**src/rtl/iob_cache_line_fill_pkg.sv**
```systemverilog
// ----------------------------------------------------------------------------
// iob_cache_line_fill_pkg
// Shared definitions for the cache line-fill block:
//   - fill_state_e : FSM state encoding (IDLE/REQ/FILL/WRITE)
//   - calc_line2be_w / calc_la_w / calc_rd_addr_w : width derivations shared
//     with the read and write channels of the cache back-end.
// ----------------------------------------------------------------------------
package iob_cache_line_fill_pkg;

    typedef enum logic [1:0] {
        IDLE  = 2'd0,
        REQ   = 2'd1,
        FILL  = 2'd2,
        WRITE = 2'd3
    } fill_state_e;

    // log2 of back-end beats per cache line
    function automatic int calc_line2be_w(input int word_offset_w, input int data_w,
                                          input int be_data_w);
        return word_offset_w - $clog2(be_data_w / data_w);
    endfunction

    // line-address width: byte address minus beat byte offset minus beat index
    function automatic int calc_la_w(input int addr_w, input int be_data_w,
                                     input int line2be_w);
        return addr_w - $clog2(be_data_w / 8) - line2be_w;
    endfunction

    // beat-index port width; a single-beat line still carries a 1-bit index
    function automatic int calc_rd_addr_w(input int line2be_w);
        return (line2be_w > 0) ? line2be_w : 1;
    endfunction

endpackage

```
**src/rtl/iob_cache_line_fill_if.sv**
```systemverilog
// ----------------------------------------------------------------------------
// iob_cache_line_fill_if
// Bundles every non-clock signal of the line-fill block.
//   req_*      : miss request handshake from the cache controller
//   replace_*  : replace request / busy to and from the AXI read channel
//   read_*     : beats returned by the read channel
//   line_*     : whole-line write into the cache data memory
//   fwd_*      : critical-word forward to the front-end
// Modports: slave  = the line-fill block itself
//           master = controller / read channel / data memory side
// ----------------------------------------------------------------------------
interface iob_cache_line_fill_if #(
    parameter int ADDR_W        = 32,
    parameter int DATA_W        = 32,
    parameter int BE_DATA_W     = 32,
    parameter int WORD_OFFSET_W = 2,
    parameter int NWAYS_W       = 1
);
    import iob_cache_line_fill_pkg::*;

    localparam int LINE2BE_W = calc_line2be_w(WORD_OFFSET_W, DATA_W, BE_DATA_W);
    localparam int LA_W      = calc_la_w(ADDR_W, BE_DATA_W, LINE2BE_W);
    localparam int RD_ADDR_W = calc_rd_addr_w(LINE2BE_W);
    localparam int LINE_W    = DATA_W << WORD_OFFSET_W;

    logic                     req_valid_i;
    logic                     req_ready_o;
    logic [LA_W-1:0]          req_addr_i;
    logic [WORD_OFFSET_W-1:0] req_word_i;
    logic [NWAYS_W-1:0]       req_way_i;
    logic                     replace_valid_o;
    logic [LA_W-1:0]          replace_addr_o;
    logic                     replace_i;
    logic                     read_valid_i;
    logic [RD_ADDR_W-1:0]     read_addr_i;
    logic [BE_DATA_W-1:0]     read_rdata_i;
    logic                     line_we_o;
    logic [NWAYS_W-1:0]       line_way_o;
    logic [LA_W-1:0]          line_addr_o;
    logic [LINE_W-1:0]        line_wdata_o;
    logic                     fwd_valid_o;
    logic [DATA_W-1:0]        fwd_rdata_o;

    modport slave (
        input  req_valid_i, req_addr_i, req_word_i, req_way_i,
        input  replace_i, read_valid_i, read_addr_i, read_rdata_i,
        output req_ready_o, replace_valid_o, replace_addr_o,
        output line_we_o, line_way_o, line_addr_o, line_wdata_o,
        output fwd_valid_o, fwd_rdata_o
    );

    modport master (
        output req_valid_i, req_addr_i, req_word_i, req_way_i,
        output replace_i, read_valid_i, read_addr_i, read_rdata_i,
        input  req_ready_o, replace_valid_o, replace_addr_o,
        input  line_we_o, line_way_o, line_addr_o, line_wdata_o,
        input  fwd_valid_o, fwd_rdata_o
    );

endinterface

```
**src/rtl/iob_cache_line_fill_line_buf.sv**
```systemverilog
// ----------------------------------------------------------------------------
// iob_cache_line_fill_line_buf
// 2**LINE2BE_W x BE_DATA_W line buffer.
//   clk_i, arst_n_i : clock, asynchronous active-low clear of every slot
//   we_i, idx_i     : write strobe and beat slot (ignored when one beat/line)
//   wdata_i         : beat data
//   line_o          : flat line, beat k in [k*BE_DATA_W +: BE_DATA_W]
// ----------------------------------------------------------------------------
module iob_cache_line_fill_line_buf #(
    parameter int BE_DATA_W = 32,
    parameter int LINE2BE_W = 2,
    parameter int IDX_W     = 2
) (
    input  logic                               clk_i,
    input  logic                               arst_n_i,
    input  logic                               we_i,
    input  logic [IDX_W-1:0]                   idx_i,
    input  logic [BE_DATA_W-1:0]               wdata_i,
    output logic [(BE_DATA_W<<LINE2BE_W)-1:0]  line_o
);

    localparam int NBEATS = 32'd1 << LINE2BE_W;

    for (genvar k = 0; k < NBEATS; k++) begin : g_beat
        logic [BE_DATA_W-1:0] beat_r;
        logic                 hit_s;

        // single-beat lines always land in slot 0 whatever the index says
        assign hit_s = we_i && ((LINE2BE_W == 0) || (idx_i == IDX_W'(k)));

        // one beat slot; a repeated index simply overwrites
        always_ff @(posedge clk_i or negedge arst_n_i) begin
            if (!arst_n_i) begin
                beat_r <= '0;
            end else if (hit_s) begin
                beat_r <= wdata_i;
            end
        end

        assign line_o[k*BE_DATA_W +: BE_DATA_W] = beat_r;
    end

endmodule

```
**src/rtl/iob_cache_line_fill.sv**
```systemverilog
// ----------------------------------------------------------------------------
// iob_cache_line_fill
// Takes one line miss, issues the replace request to the AXI read channel,
// gathers the returned beats into a line buffer and writes the whole line to
// the data memory in a single cycle, acknowledging the miss in that cycle.
// Ports:
//   clk_i, arst_n_i : clock, asynchronous active-low reset
//   bus (slave)     : request, read-channel, line-write and forward signals
// Build option IOB_CACHE_CRIT_WORD_FWD_EN: when defined, the missed word is
// pulsed out on fwd_valid_o/fwd_rdata_o the cycle after its beat is first
// captured; when undefined those outputs are tied low.
// ----------------------------------------------------------------------------
module iob_cache_line_fill
    import iob_cache_line_fill_pkg::*;
#(
    parameter int ADDR_W        = 32,
    parameter int DATA_W        = 32,
    parameter int BE_DATA_W     = 32,
    parameter int WORD_OFFSET_W = 2,
    parameter int NWAYS_W       = 1
) (
    input  logic                  clk_i,
    input  logic                  arst_n_i,
    iob_cache_line_fill_if.slave  bus
);

    localparam int LINE2BE_W = calc_line2be_w(WORD_OFFSET_W, DATA_W, BE_DATA_W);
    localparam int LA_W      = calc_la_w(ADDR_W, BE_DATA_W, LINE2BE_W);
    localparam int RD_ADDR_W = calc_rd_addr_w(LINE2BE_W);

    fill_state_e              state_r;
    fill_state_e              next_state_s;
    logic [LA_W-1:0]          addr_r;
    logic [WORD_OFFSET_W-1:0] word_r;
    logic [NWAYS_W-1:0]       way_r;
    logic                     accept_s;
    logic                     capture_s;

    assign accept_s  = (state_r == IDLE) && bus.req_valid_i;
    // beats only count while the read channel is actually busy with our line
    assign capture_s = (state_r == FILL) && bus.read_valid_i && bus.replace_i;

    // FSM state register
    always_ff @(posedge clk_i or negedge arst_n_i) begin
        if (!arst_n_i) begin
            state_r <= IDLE;
        end else begin
            state_r <= next_state_s;
        end
    end

    // FSM next-state; FILL ends on the first cycle the read channel drops busy
    always_comb begin
        next_state_s = state_r;
        case (state_r)
            IDLE:    next_state_s = bus.req_valid_i ? REQ : IDLE;
            REQ:     next_state_s = bus.replace_i ? FILL : REQ;
            FILL:    next_state_s = bus.replace_i ? FILL : WRITE;
            WRITE:   next_state_s = IDLE;
            default: next_state_s = IDLE;
        endcase
    end

    // FSM outputs, decoded from state only
    always_comb begin
        bus.replace_valid_o = 1'b0;
        bus.line_we_o       = 1'b0;
        bus.req_ready_o     = 1'b0;
        case (state_r)
            REQ: begin
                bus.replace_valid_o = 1'b1;
            end
            WRITE: begin
                bus.line_we_o   = 1'b1;
                bus.req_ready_o = 1'b1;
            end
            default: begin
                bus.replace_valid_o = 1'b0;
            end
        endcase
    end

    // miss descriptor, latched once when the request is taken in IDLE
    always_ff @(posedge clk_i or negedge arst_n_i) begin
        if (!arst_n_i) begin
            addr_r <= '0;
            word_r <= '0;
            way_r  <= '0;
        end else if (accept_s) begin
            addr_r <= bus.req_addr_i;
            word_r <= bus.req_word_i;
            way_r  <= bus.req_way_i;
        end
    end

    assign bus.replace_addr_o = addr_r;
    assign bus.line_addr_o    = addr_r;
    assign bus.line_way_o     = way_r;

    iob_cache_line_fill_line_buf #(
        .BE_DATA_W (BE_DATA_W),
        .LINE2BE_W (LINE2BE_W),
        .IDX_W     (RD_ADDR_W)
    ) u_line_buf (
        .clk_i    (clk_i),
        .arst_n_i (arst_n_i),
        .we_i     (capture_s),
        .idx_i    (bus.read_addr_i),
        .wdata_i  (bus.read_rdata_i),
        .line_o   (bus.line_wdata_o)
    );

`ifdef IOB_CACHE_CRIT_WORD_FWD_EN
    localparam int BEAT_WORDS = BE_DATA_W / DATA_W;

    logic              fwd_done_r;
    logic              fwd_valid_r;
    logic [DATA_W-1:0] fwd_rdata_r;
    logic [DATA_W-1:0] fwd_word_s;
    logic              crit_hit_s;
    int                slot_s;
    int                crit_beat_s;
    int                word_sel_s;

    // critical beat/word select; fwd_done_r keeps a retry from pulsing twice
    always_comb begin
        slot_s      = (LINE2BE_W == 0) ? 32'sd0 : int'(bus.read_addr_i);
        crit_beat_s = int'(word_r) / BEAT_WORDS;
        word_sel_s  = int'(word_r) % BEAT_WORDS;
        crit_hit_s  = capture_s && !fwd_done_r && (slot_s == crit_beat_s);
        fwd_word_s  = '0;
        for (int w = 0; w < BEAT_WORDS; w++) begin
            fwd_word_s = fwd_word_s |
                         ((w == word_sel_s) ? bus.read_rdata_i[w*DATA_W +: DATA_W]
                                            : {DATA_W{1'b0}});
        end
    end

    // registered one-shot forward of the critical word
    always_ff @(posedge clk_i or negedge arst_n_i) begin
        if (!arst_n_i) begin
            fwd_done_r  <= 1'b0;
            fwd_valid_r <= 1'b0;
            fwd_rdata_r <= '0;
        end else begin
            if (accept_s) begin
                fwd_done_r <= 1'b0;
            end else if (crit_hit_s) begin
                fwd_done_r <= 1'b1;
            end
            fwd_valid_r <= crit_hit_s;
            if (crit_hit_s) begin
                fwd_rdata_r <= fwd_word_s;
            end
        end
    end

    assign bus.fwd_valid_o = fwd_valid_r;
    assign bus.fwd_rdata_o = fwd_rdata_r;
`else
    logic unused_word_s;

    assign unused_word_s   = ^word_r;
    assign bus.fwd_valid_o = 1'b0;
    assign bus.fwd_rdata_o = '0;
`endif

endmodule

```
**src/flat_wrapper.sv**
```systemverilog
// flat-port wrapper written by rule: the top's interface ports become plain ports
module iob_cache_line_fill_flat import iob_cache_line_fill_pkg::*;
#(
    parameter int ADDR_W        = 32,
    parameter int DATA_W        = 32,
    parameter int BE_DATA_W     = 32,
    parameter int WORD_OFFSET_W = 2,
    parameter int NWAYS_W       = 1
)
  (clk_i, arst_n_i, bus_req_valid_i, bus_req_addr_i, bus_req_word_i, bus_req_way_i, bus_replace_i, bus_read_valid_i, bus_read_addr_i, bus_read_rdata_i, bus_req_ready_o, bus_replace_valid_o, bus_replace_addr_o, bus_line_we_o, bus_line_way_o, bus_line_addr_o, bus_line_wdata_o, bus_fwd_valid_o, bus_fwd_rdata_o);
  iob_cache_line_fill_if #(.ADDR_W(ADDR_W), .DATA_W(DATA_W), .BE_DATA_W(BE_DATA_W), .WORD_OFFSET_W(WORD_OFFSET_W), .NWAYS_W(NWAYS_W)) bus_i ();
  input  logic clk_i;
  input  logic arst_n_i;
  input wire logic [$bits(bus_i.req_valid_i)-1:0] bus_req_valid_i;
  input wire logic [$bits(bus_i.req_addr_i)-1:0] bus_req_addr_i;
  input wire logic [$bits(bus_i.req_word_i)-1:0] bus_req_word_i;
  input wire logic [$bits(bus_i.req_way_i)-1:0] bus_req_way_i;
  input wire logic [$bits(bus_i.replace_i)-1:0] bus_replace_i;
  input wire logic [$bits(bus_i.read_valid_i)-1:0] bus_read_valid_i;
  input wire logic [$bits(bus_i.read_addr_i)-1:0] bus_read_addr_i;
  input wire logic [$bits(bus_i.read_rdata_i)-1:0] bus_read_rdata_i;
  output wire logic [$bits(bus_i.req_ready_o)-1:0] bus_req_ready_o;
  output wire logic [$bits(bus_i.replace_valid_o)-1:0] bus_replace_valid_o;
  output wire logic [$bits(bus_i.replace_addr_o)-1:0] bus_replace_addr_o;
  output wire logic [$bits(bus_i.line_we_o)-1:0] bus_line_we_o;
  output wire logic [$bits(bus_i.line_way_o)-1:0] bus_line_way_o;
  output wire logic [$bits(bus_i.line_addr_o)-1:0] bus_line_addr_o;
  output wire logic [$bits(bus_i.line_wdata_o)-1:0] bus_line_wdata_o;
  output wire logic [$bits(bus_i.fwd_valid_o)-1:0] bus_fwd_valid_o;
  output wire logic [$bits(bus_i.fwd_rdata_o)-1:0] bus_fwd_rdata_o;
  assign bus_i.req_valid_i = bus_req_valid_i;
  assign bus_i.req_addr_i = bus_req_addr_i;
  assign bus_i.req_word_i = bus_req_word_i;
  assign bus_i.req_way_i = bus_req_way_i;
  assign bus_i.replace_i = bus_replace_i;
  assign bus_i.read_valid_i = bus_read_valid_i;
  assign bus_i.read_addr_i = bus_read_addr_i;
  assign bus_i.read_rdata_i = bus_read_rdata_i;
  assign bus_req_ready_o = bus_i.req_ready_o;
  assign bus_replace_valid_o = bus_i.replace_valid_o;
  assign bus_replace_addr_o = bus_i.replace_addr_o;
  assign bus_line_we_o = bus_i.line_we_o;
  assign bus_line_way_o = bus_i.line_way_o;
  assign bus_line_addr_o = bus_i.line_addr_o;
  assign bus_line_wdata_o = bus_i.line_wdata_o;
  assign bus_fwd_valid_o = bus_i.fwd_valid_o;
  assign bus_fwd_rdata_o = bus_i.fwd_rdata_o;
  iob_cache_line_fill #(.ADDR_W(ADDR_W), .DATA_W(DATA_W), .BE_DATA_W(BE_DATA_W), .WORD_OFFSET_W(WORD_OFFSET_W), .NWAYS_W(NWAYS_W)) u_core (.clk_i(clk_i), .arst_n_i(arst_n_i), .bus(bus_i));
endmodule
```
**config.mk**
```make
export PLATFORM = sky130hd
export DESIGN_NAME = iob_cache_line_fill_flat
export DESIGN_NICKNAME = d
export VERILOG_FILES = /design/src/rtl/iob_cache_line_fill_pkg.sv /design/src/rtl/iob_cache_line_fill_if.sv /design/src/rtl/iob_cache_line_fill_line_buf.sv /design/src/rtl/iob_cache_line_fill.sv /design/src/flat_wrapper.sv
export SDC_FILE = /design/constraint.sdc
export NUM_CORES = 1
export LEC_CHECK = 0
export BUFFER_PORTS_ARGS = -buffer_cell sky130_fd_sc_hd__buf_4
export CORE_UTILIZATION = 51
export CTS_CLUSTER_SIZE = 20
export DETAILED_ROUTE_END_ITERATION = 6
export MAX_ROUTING_LAYER = met4
export PLACE_DENSITY = 0.86
export SETUP_SLACK_MARGIN = 0.1
export SLEW_MARGIN = 20
export SYNTH_ARGS = -nofsm -noshare
export SYNTH_HDL_FRONTEND = slang
export SYNTH_HIERARCHICAL = 1
export SYNTH_SLANG_ARGS = --single-unit
```
**constraint.sdc**
```tcl
create_clock -name clk_i -period 4.9 [get_ports clk_i]
set_input_delay 0.98 -clock clk_i [delete_from_list [all_inputs] [get_ports clk_i]]
set_output_delay 0.98 -clock clk_i [all_outputs]
set_load 0.05 [all_outputs]
```
==> results.tsv <==
stage	metric	value	unit
sta	fin_worst_skew	6.29	ps
floorplanning	initial_utilization	52.8	%
placement	buffer_ports.inserted	255	
min_path	min-delay-start	u_core/u_line_buf/g_beat[2].beat_r[3]	
worst_setup_path	worst_setup_path_start_kind	register	
worst_setup_path	crit_required	5190	ps
detailed_routing	detail-route-antenna-nets	0	
floorplanning	die_height	114	um
min_path	whs_endpoint	u_core/u_line_buf/g_beat[2].beat_r[3]	
synthesis	ys.warnings.count	6	
clock_network	path_clk_slew	60	ps
min_path	hold_path.class	reg -> reg	
sta	finalCriticalPeriod	2500	ps
sta	timing.fmax	399	MHz
global_routing	grt_remaining_overflow	0	
worst_setup_path	end_kind	register	
floorplanning	placementRows	40	
sta	slew_headroom	31.0	%
detailed_routing	drt_pass1_iterations	4	
detailed_routing	drt-total-wl	14900	um
sta	tightest_slew	1030	ps
sta	finalSetupTns	0	ps
global_routing	grtUsageTotal	24.4	%
worst_setup_path	path_type_of_the_worst_setup_path	reg -> reg	
detailed_routing	num_vias	4026	
sta	slew_viol_final	0	
worst_setup_path	reg2reg_slack	2400	ps
sta	rsz0062_at_grt	no	
cells_and_area	fillers	800	
detailed_routing	post_drt_wl_per_cell	18.2	um
clock_network	clk_root_buffer_cell	clkbuf_16	
cells_and_area	synthToLayoutAreaGrowth	36.6	%
floorplanning	dieArea	0.0130	sq mm
clock_network	clkSinkCount	159	
placement	total_placed_cells_including_tap_cells	789	
global_routing	grt_first_pass_wirelength	22900	um
clock_network	worstSkewPairLatency	420	ps
job	max_cap_viol	0	
sta	finalHoldWorstSlack	505	ps
detailed_routing	drcViolationCount	0	
clock_network	cts_setup_buffers	0	
cells_and_area	finish.cell_count_without_fillers	820	
placement	gp_congestion	0.863	
synthesis	ys_seq_area_share	62.0	%
min_path	worst_hold_path.num_cells	1	
global_routing	initial_antenna_violation_count	0	
floorplanning	die_w	114	um
synthesis	cell_area_synth	0.00642	sq mm
cells_and_area	antenna_diode_count	0	
placement	dp_worst_setup_slack	2020	ps
detailed_routing	route.detailed.vias_per_inst	4.91	
sta	final.setup.worst_slack	2400	ps
worst_setup_path	critical_path_peak_fanout	32	
clock_network	cts-hold-fix-buffers	0	
global_routing	first_global_vias	4383	
sta	setup-violations-final	0	
clock_network	cts-root-to-sink-buffers	2	
synthesis	synth_cell_type_count	18	
placement	detailed_place_hpwl	10500	um
worst_setup_path	reg2reg_depth	4	
sta	min_period_over_period	51.1	%
synthesis	post_synth_inst_count	406	
clock_network	ctsHtreeMaxLevel	4	
clock_network	cts.repair.resized	0	
floorplanning	number_of_top_level_pins	291	
cells_and_area	post_route_cells_drive_above_1_share	67.6	%
clock_network	tritoncts.num_buffers	17	
sta	report.final.hold_viol_count	0	
global_routing	grt_max_degree	120	
synthesis	synth.ff_latch_count	159	
outcome	run_status	complete, no violations	
synthesis	syn_avg_cell_area	15.8	sq um
cells_and_area	finish.net_count	710	
worst_setup_path	crit_arrival	2800	ps
clock_network	clock_tree_from_tritoncts	done	
floorplanning	core_footprint	0.0122	sq mm
detailed_routing	drt_iter0_drc	139	
worst_setup_path	timing.rr.end	u_core/u_line_buf/g_beat[3].beat_r[19]	
## cell usage in the layout (no fill, tap or decap)
| master | instances |
|---|---|
| dfrtp_1 | 159 |
| mux2_2 | 153 |
| mux2_1 | 4 |
| clkbuf_1 | 6 |
| clkbuf_16 | 17 |
| nand3_2 | 1 |
| and3_1 | 1 |
| nor2b_1 | 1 |
| buf_4 | 259 |
| conb_1 | 33 |
| and2_1 | 1 |
| clkinvlp_4 | 1 |
| o21bai_1 | 1 |
| nor3b_4 | 2 |
| nand3b_1 | 2 |
| xnor2_1 | 1 |
| bufinv_16 | 4 |
| a21o_1 | 1 |
| and2b_1 | 1 |
| clkbuf_8 | 4 |
## per-layer routing
layer	share of wire, %	GRT usage, %	vias to the layer above
li1	-	-	1788
met1	37	26.6	2029
met2	53	41.2	176
met3	6.6	6.72	33
met4	3.0	11.9	0
met5	0	-	-
## critical path, stage by stage, from the launching register on
cell,delay (ps)
dfrtp_1,450
nor2b_1,220
and3_1,270
nand3_2,810
mux2_2,610
## synthesized netlist by cell type (all sizes together)
cell | count | share of area [%]
dfrtp | 159 | 62
mux2 | 157 | 28
buf | 77 | 8.8
nand3b | 2 | 0.23
nor3b | 2 | 0.49
a21o | 1 | 0.12
and2 | 1 | 0.098
and2b | 1 | 0.12
and3 | 1 | 0.098
conb | 1 | 0.058
nand3 | 1 | 0.078
nor2b | 1 | 0.098
o21bai | 1 | 0.12
xnor2 | 1 | 0.14
## state kept, by name, indices dropped and copies added (netlist names), named ones only
name,flops
u_core/bus.line_addr_o,28
u_core/u_line_buf/g_beat.beat_r,128
u_core/bus.line_way_o,1
u_core/state_r,1
## final cells by class
cell class | instances | area, sq um | share of cell area (%)
clock inverters | 5 | 128 | 1.46
repair buffers | 260 | 1960 | 22.3
multi-input cells | 202 | 2000 | 22.9
well taps | 168 | 210 | 2.40
clock buffers | 26 | 489 | 5.58
flip-flops and latches | 159 | 3980 | 45.4
## how the worst max path moves through the flow
stage,slack (ps),to,depth (start not counted),start
floorplan,2740,bus_req_ready_o,2,u_core/state_r[0]
global placement,2040,u_core/u_line_buf/g_beat[3].beat_r[9],4,bus_replace_i
detailed placement,2020,u_core/u_line_buf/g_beat[3].beat_r[8],4,bus_replace_i
CTS,2400,u_core/u_line_buf/g_beat[3].beat_r[19],4,register
global route,2320,u_core/u_line_buf/g_beat[3].beat_r[19],4,register
finish,2400,u_core/u_line_buf/g_beat[3].beat_r[19],4,register
## logic make-up after synthesis
logic type / share of synthesized area (%)
other cells: 0.0584
mux: 27.5
flops: 62.0
simple gates: 1.21
compound gates: 0.234
xor+xnor: 0.136
buf+inv: 8.83
## through the flow
stage,instance area (sq um),utilization [%]
after floorplan,6540,-
after global placement,8150,67.0
after detailed placement,8150,67.0
after CTS,8770,72.1
after global routing,8770,72.1
final,8770,72.1
Power is left out: the tool's default activity adds up to more than one toggle a clock period on the data nets, which glitch-free logic cannot reach.
